<file path="src/rtl/sort_out_collector.sv">
// Collects the sorter's per-lane parallel output into a FIFO and re-emits it as a
// one-element-per-cycle valid/ready stream. Optional order check: SORT_COLLECT_ORDER_CHK_EN.
module sort_out_collector #(
  parameter int SORT_FUC_MAX_NUM        = 1024,
  parameter int SORT_PERF_OUTPORT_NUM   = 4,
  parameter int SORT_COLLECT_FIFO_DEPTH = 16,
  parameter int SORT_COLLECT_CNT_W      = 16,
  localparam int SORT_FUC_DATA_W        = $clog2(SORT_FUC_MAX_NUM)
) (
  input  logic                                             clk,
  input  logic                                             rst,
  input  logic [SORT_PERF_OUTPORT_NUM-1:0]                 sort_vld_i,
  input  logic [SORT_PERF_OUTPORT_NUM*SORT_FUC_DATA_W-1:0] sort_data_i,
  input  logic                                             sort_done_vld_i,
  input  logic                                             order_mode_i,
  output logic                                             m_vld_o,
  input  logic                                             m_rdy_i,
  output logic [SORT_FUC_DATA_W-1:0]                       m_data_o,
  output logic                                             m_last_o,
  output logic                                             empty_frame_o,
  output logic [SORT_COLLECT_CNT_W-1:0]                    frame_len_o,
  output logic                                             overflow_err_o,
  output logic                                             order_err_o
);

  localparam int unsigned W     = SORT_FUC_DATA_W;
  localparam int unsigned P     = SORT_PERF_OUTPORT_NUM;
  localparam int unsigned DEPTH = SORT_COLLECT_FIFO_DEPTH;
  localparam int unsigned AW    = $clog2(SORT_COLLECT_FIFO_DEPTH);
  localparam int unsigned PW    = AW + 1;
  localparam int unsigned CW    = SORT_COLLECT_CNT_W;
  localparam int unsigned CW1   = CW + 1;

  logic [W-1:0]     data_q [DEPTH];
  logic [W-1:0]     data_d [DEPTH];
  logic [DEPTH-1:0] tag_q, tag_d;
  logic [PW-1:0]    wr_q, wr_d, rd_q, rd_d;
  logic [CW-1:0]    cnt_q, cnt_d, len_q, len_d;
  logic             ovf_q, ovf_d, empty_q, empty_d;

  logic [PW-1:0]    occ, free, n_wr, slot, newest;
  logic [CW:0]      cnt_sum;
  logic [CW-1:0]    cnt_after;
  logic             head_tag, vld, pop;

  always_comb begin
    occ      = wr_q - rd_q;
    free     = PW'(DEPTH) - occ;
    head_tag = tag_q[rd_q[AW-1:0]];
    // Keep the newest untagged entry resident so a late done can still tag it.
    vld      = (occ >= PW'(2)) || ((occ != '0) && head_tag);
    pop      = vld && m_rdy_i;

    data_d = data_q;
    tag_d  = tag_q;
    ovf_d  = ovf_q;
    n_wr   = '0;
    slot   = '0;
    for (int unsigned k = 0; k < P; k++) begin
      if (sort_vld_i[k]) begin
        if (n_wr < free) begin
          slot                = wr_q + n_wr;
          data_d[slot[AW-1:0]] = sort_data_i[k*W +: W];
          tag_d[slot[AW-1:0]]  = 1'b0;
          n_wr                = n_wr + PW'(1);
        end else begin
          ovf_d = 1'b1;
        end
      end
    end

    cnt_sum   = {1'b0, cnt_q} + CW1'(n_wr);
    cnt_after = cnt_sum[CW] ? '1 : cnt_sum[CW-1:0];
    newest    = wr_q + n_wr - PW'(1);

    cnt_d   = cnt_after;
    len_d   = len_q;
    empty_d = 1'b0;
    if (sort_done_vld_i) begin
      cnt_d = '0;
      if (cnt_after == '0) begin
        empty_d = 1'b1;
        len_d   = '0;
      end else begin
        tag_d[newest[AW-1:0]] = 1'b1;
        len_d                 = cnt_after;
      end
    end

    wr_d = wr_q + n_wr;
    rd_d = rd_q + PW'(pop);
  end

  always_ff @(posedge clk) begin
    if (rst) begin
      for (int unsigned i = 0; i < DEPTH; i++) data_q[i] <= '0;
      tag_q   <= '0;
      wr_q    <= '0;
      rd_q    <= '0;
      cnt_q   <= '0;
      len_q   <= '0;
      ovf_q   <= 1'b0;
      empty_q <= 1'b0;
    end else begin
      data_q  <= data_d;
      tag_q   <= tag_d;
      wr_q    <= wr_d;
      rd_q    <= rd_d;
      cnt_q   <= cnt_d;
      len_q   <= len_d;
      ovf_q   <= ovf_d;
      empty_q <= empty_d;
    end
  end

  assign m_vld_o        = vld;
  assign m_data_o       = data_q[rd_q[AW-1:0]];
  assign m_last_o       = head_tag && vld;
  assign empty_frame_o  = empty_q;
  assign frame_len_o    = len_q;
  assign overflow_err_o = ovf_q;

`ifdef SORT_COLLECT_ORDER_CHK_EN
  logic [W-1:0] prev_q, prev_d;
  logic         have_q, have_d, oerr_q, oerr_d;

  always_comb begin
    prev_d = prev_q;
    have_d = have_q;
    oerr_d = oerr_q;
    if (pop) begin
      if (have_q && ((!order_mode_i && (m_data_o < prev_q)) ||
                     ( order_mode_i && (m_data_o > prev_q))))
        oerr_d = 1'b1;
      // History restarts after the frame's last element leaves.
      have_d = !head_tag;
      prev_d = m_data_o;
    end
  end

  always_ff @(posedge clk) begin
    if (rst) begin
      prev_q <= '0;
      have_q <= 1'b0;
      oerr_q <= 1'b0;
    end else begin
      prev_q <= prev_d;
      have_q <= have_d;
      oerr_q <= oerr_d;
    end
  end

  assign order_err_o = oerr_q;
`else
  logic unused_order_mode;
  assign unused_order_mode = order_mode_i;
  assign order_err_o       = 1'b0;
`endif

endmodule
</file>
<file path="config.mk">
export PLATFORM = sky130hd
export DESIGN_NAME = sort_out_collector
export DESIGN_NICKNAME = d
export VERILOG_FILES = /design/src/rtl/sort_out_collector.sv
export SDC_FILE = /design/constraint.sdc
export NUM_CORES = 1
export LEC_CHECK = 0
export CAP_MARGIN = 30
export CORE_MARGIN = 8
export CORE_UTILIZATION = 60
export CTS_BUF_LIST = sky130_fd_sc_hd__clkbuf_8
export DETAILED_ROUTE_END_ITERATION = 7
export PLACE_DENSITY_LB_ADDON = 0.3
export SKIP_CTS_REPAIR_TIMING = 1
export SLEW_MARGIN = 20
export SYNTH_ARGS = -nofsm -noshare
export SYNTH_HDL_FRONTEND = slang
export SYNTH_SLANG_ARGS = --single-unit
</file>
<file path="constraint.sdc">
create_clock -name clk -period 14.8 [get_ports clk]
set_input_delay 1.48 -clock clk [delete_from_list [all_inputs] [get_ports clk]]
set_output_delay 1.48 -clock clk [all_outputs]
set_load 0.01 [all_outputs]
</file>
==> impl_metrics.env <==
export IMPL_status="complete, no violations"
export IMPL_max_stage_delay_ns=0.66
export IMPL_drc=0
export IMPL_avgSynthCellArea_um2=8.39
export IMPL_area_delta_synth_final_pct=9.72
export IMPL_worstSetupStartpointType="flip-flop"
export IMPL_p_sw_mw=1.81
export IMPL_slew_headroom_pct=36.5
export IMPL_clkSinkCount=220
export IMPL_r2r_slack_ns=5.27
export IMPL_holdCritPathClass="reg -> reg"
export IMPL_layout_commonest_cell="dfxtp_1"
export IMPL_yosys_area_share_simple_pct=18.8
export IMPL_core_area_mm2=0.0251
export IMPL_yosys_warnings=0
export IMPL_wl_per_cell_um=24.0
export IMPL_firstDrtPassIters=6
export IMPL_ys_ff_latch=220
export IMPL_powerDensity_mw_per_mm2=222
export IMPL_setup_viol=0
export IMPL_fin_crit_sh_pct=64.4
export IMPL_grt_max_degree=77
export IMPL_utilization_pct=67.0
export IMPL_finClkSkew_ns=0.0311
export IMPL_cts_root_buffer="clkbuf_8"
export IMPL_grt_usage_pct=31.8
export IMPL_internal_power_mw=1.92
export IMPL_wl_um=51300
export IMPL_final_cells=2137
export IMPL_finalMaxSlewViolations=0
export IMPL_layout_common_cells="218 x dfxtp_1, 196 x nor2_1, 191 x nand2_1, 153 x mux2i_1, 76 x clkdlybuf4s50_1"
export IMPL_synth_top_family_by_area="compound AO/OA/AOI/OAI gates"
export IMPL_via_per_inst=7.14
export IMPL_htree_levels=2
export IMPL_hpwlAfterDp_um=36300
export IMPL_path_clk_slew_ns=0.06
export IMPL_port_buffers=77
export IMPL_cpMostUsedCell="ha_1"
export IMPL_fp_dieW_um=176
export IMPL_fmax_mhz=105
export IMPL_nets=1856
export IMPL_grt_pass1_vias=14400
export IMPL_rsz0062_at_grt="false"
export IMPL_layout_drive_gt1_share_pct=10.0
export IMPL_yosysSeqAreaShare_pct=28.7
export IMPL_min_period_ns=9.53
export IMPL_power_frac_seq_pct=21.9
export IMPL_end_kind="flip-flop"
export IMPL_finalHoldViolCount=0
export IMPL_detail_route_antenna_nets=0
export IMPL_synth_distinct_cells=75
export IMPL_clock_latency_ns=0.56
export IMPL_drtIter0Drc=2158
export IMPL_fill_cells=2067
export IMPL_tns_ns=0
export IMPL_syn_nets=1909
export IMPL_numCtsBuffers=41
export IMPL_gp_congestion=1.01
export IMPL_path_class="reg -> reg"
export IMPL_grt_pass1_wl_um=80000
export IMPL_gr_total_overflow=0
export IMPL_synth_xor_area_share_pct=1.97
export IMPL_synth_edf_count=0
export IMPL_clockBufferDepth=3
export IMPL_peakVddDrop_v=0.000148
export IMPL_arrival_ns=9.93
export IMPL_maxCapViolations=0
export IMPL_ios=80
export IMPL_ys_flop_type="dfxtp_1"
export IMPL_die_area_mm2=0.0309
export IMPL_antenna_found_initial=2
export IMPL_swShare_pct=48.6
export IMPL_crit_path_top_delay_cell="inv_1"
export IMPL_synth_fa_ha_area_share_pct=2.87
export IMPL_vias=15300
export IMPL_num_rows=58
export IMPL_synthArstFlopShare_pct=0
export IMPL_worstPathRequired_ns=15.20
export IMPL_cts_tree="built"
export IMPL_syn_area_mm2=0.0153
export IMPL_regArea_mm2=0.00441
export IMPL_synthMuxAreaShare_pct=18.1
export IMPL_worstMarginPinSlew_ns=0.945
export IMPL_dp_cells=2057
export IMPL_p_leak_nw=5.98
export IMPL_multiInputGateArea_mm2=0.0101
export IMPL_die_h_um=176
export IMPL_synth_compound_area_share_pct=23.5
export IMPL_comb_power_share_pct=61.8
export IMPL_initial_core_util_pct=61.1
export IMPL_clock_power_share_pct=16.3
export IMPL_syn_inst=1828
export IMPL_critPathMaxFanout=18
[synthesized netlist by cell type (all sizes together), types with 35 or more instances]
cell	count	area [um^2]
dfxtp	220	4400
nor2	197	742
nand2	191	717
mux2i	153	1530
clkbuf	127	477
a21oi	74	408
o211ai	73	562
o221ai	72	631
buf	71	333
nand3	60	300
mux4	54	1220
o21ai	44	220
nor3	39	249
a311oi	36	315
nand2b	35	219
[critical path, delay by kind of cell (launching register included)]
kind | cells | cell delay, ns
AO/OA/AOI/OAI | 8 | 2.38
multiplexers | 1 | 0.35
flip-flops | 1 | 0.36
adder cells (fa/ha/maj) | 6 | 2.05
buffers and inverters | 2 | 0.72
XOR/XNOR | 2 | 0.50
AND/OR/NAND/NOR | 13 | 3.00
[area by class of cell]
| class | count | area share (%) |
|---|---|---|
| inverters | 32 | 0.714 |
| diodes | 1 | 0.0149 |
| well taps | 330 | 2.45 |
| clock buffers | 52 | 4.25 |
| clock inverters | 22 | 0.714 |
| multi-input cells | 1378 | 59.8 |
| repair buffers | 102 | 5.87 |
| flip-flops and latches | 220 | 26.2 |
[state kept, by name, indices dropped and copies added (netlist names)]
register	cells
wr_q	5
overflow_err_o	1
rd_q	5
empty_frame_o	1
frame_len_o	16
data_q	160
tag_q	16
cnt_q	16
[per-stage QoR]
stage / cell area [um^2] / power, mW / setup WS (ns) / hold WS (ns)
2_1_floorplan: 15300 / 2.47 / 6.65 / 0.437
3_3_place_gp: 15900 / 2.93 / 5.52 / 0.440
3_5_place_dp: 15900 / 3.01 / 5.27 / 0.447
4_1_cts: 16800 / 3.63 / 5.21 / 0.461
5_1_grt: 16800 / 3.95 / 4.65 / 0.481
6_report: 16800 / 3.73 / 5.27 / 0.460
[power groups by stage]
stage	Combinational, mW	Sequential (mW)	Clock [mW]
2_1_floorplan	1.68	0.792	0
3_3_place_gp	2.12	0.815	0
3_5_place_dp	2.19	0.820	0
4_1_cts	2.21	0.810	0.610
5_1_grt	2.49	0.827	0.640
6_report	2.31	0.815	0.607
[logic make-up (layout without fill, tap and decap cells)]
logic type	Yosys count	count (layout)
DFF	220	220
other	1	2
buffers and inverters	230	208
AOI/OAI and AO/OA	484	484
muxes	209	209
adders and majority gates	33	33
xor gates and xnor gates	31	31
and+or+nand+nor	620	620
[worst paths after layout]
path                                startpoint              to  cells after the start
worst max-delay path                   rd_q[2]        tag_q[5]                     32
worst min-delay path            frame_len_o[0]  frame_len_o[0]                      2
worst max register to register         rd_q[2]        tag_q[5]                     32
worst min register to register  frame_len_o[0]  frame_len_o[0]                      2
[routing by layer]
layer	global-route usage [%]	part of all wire, %	routed length (um)	vias to the layer above
li1	-	-	-	6800
met1	41.5	40	20400	7184
met2	49.2	44	22600	1066
met3	8.35	13	6500	205
met4	13.4	3.7	1890	2
met5	0	0.021	11	-
(Power assumes the default switching activity.)
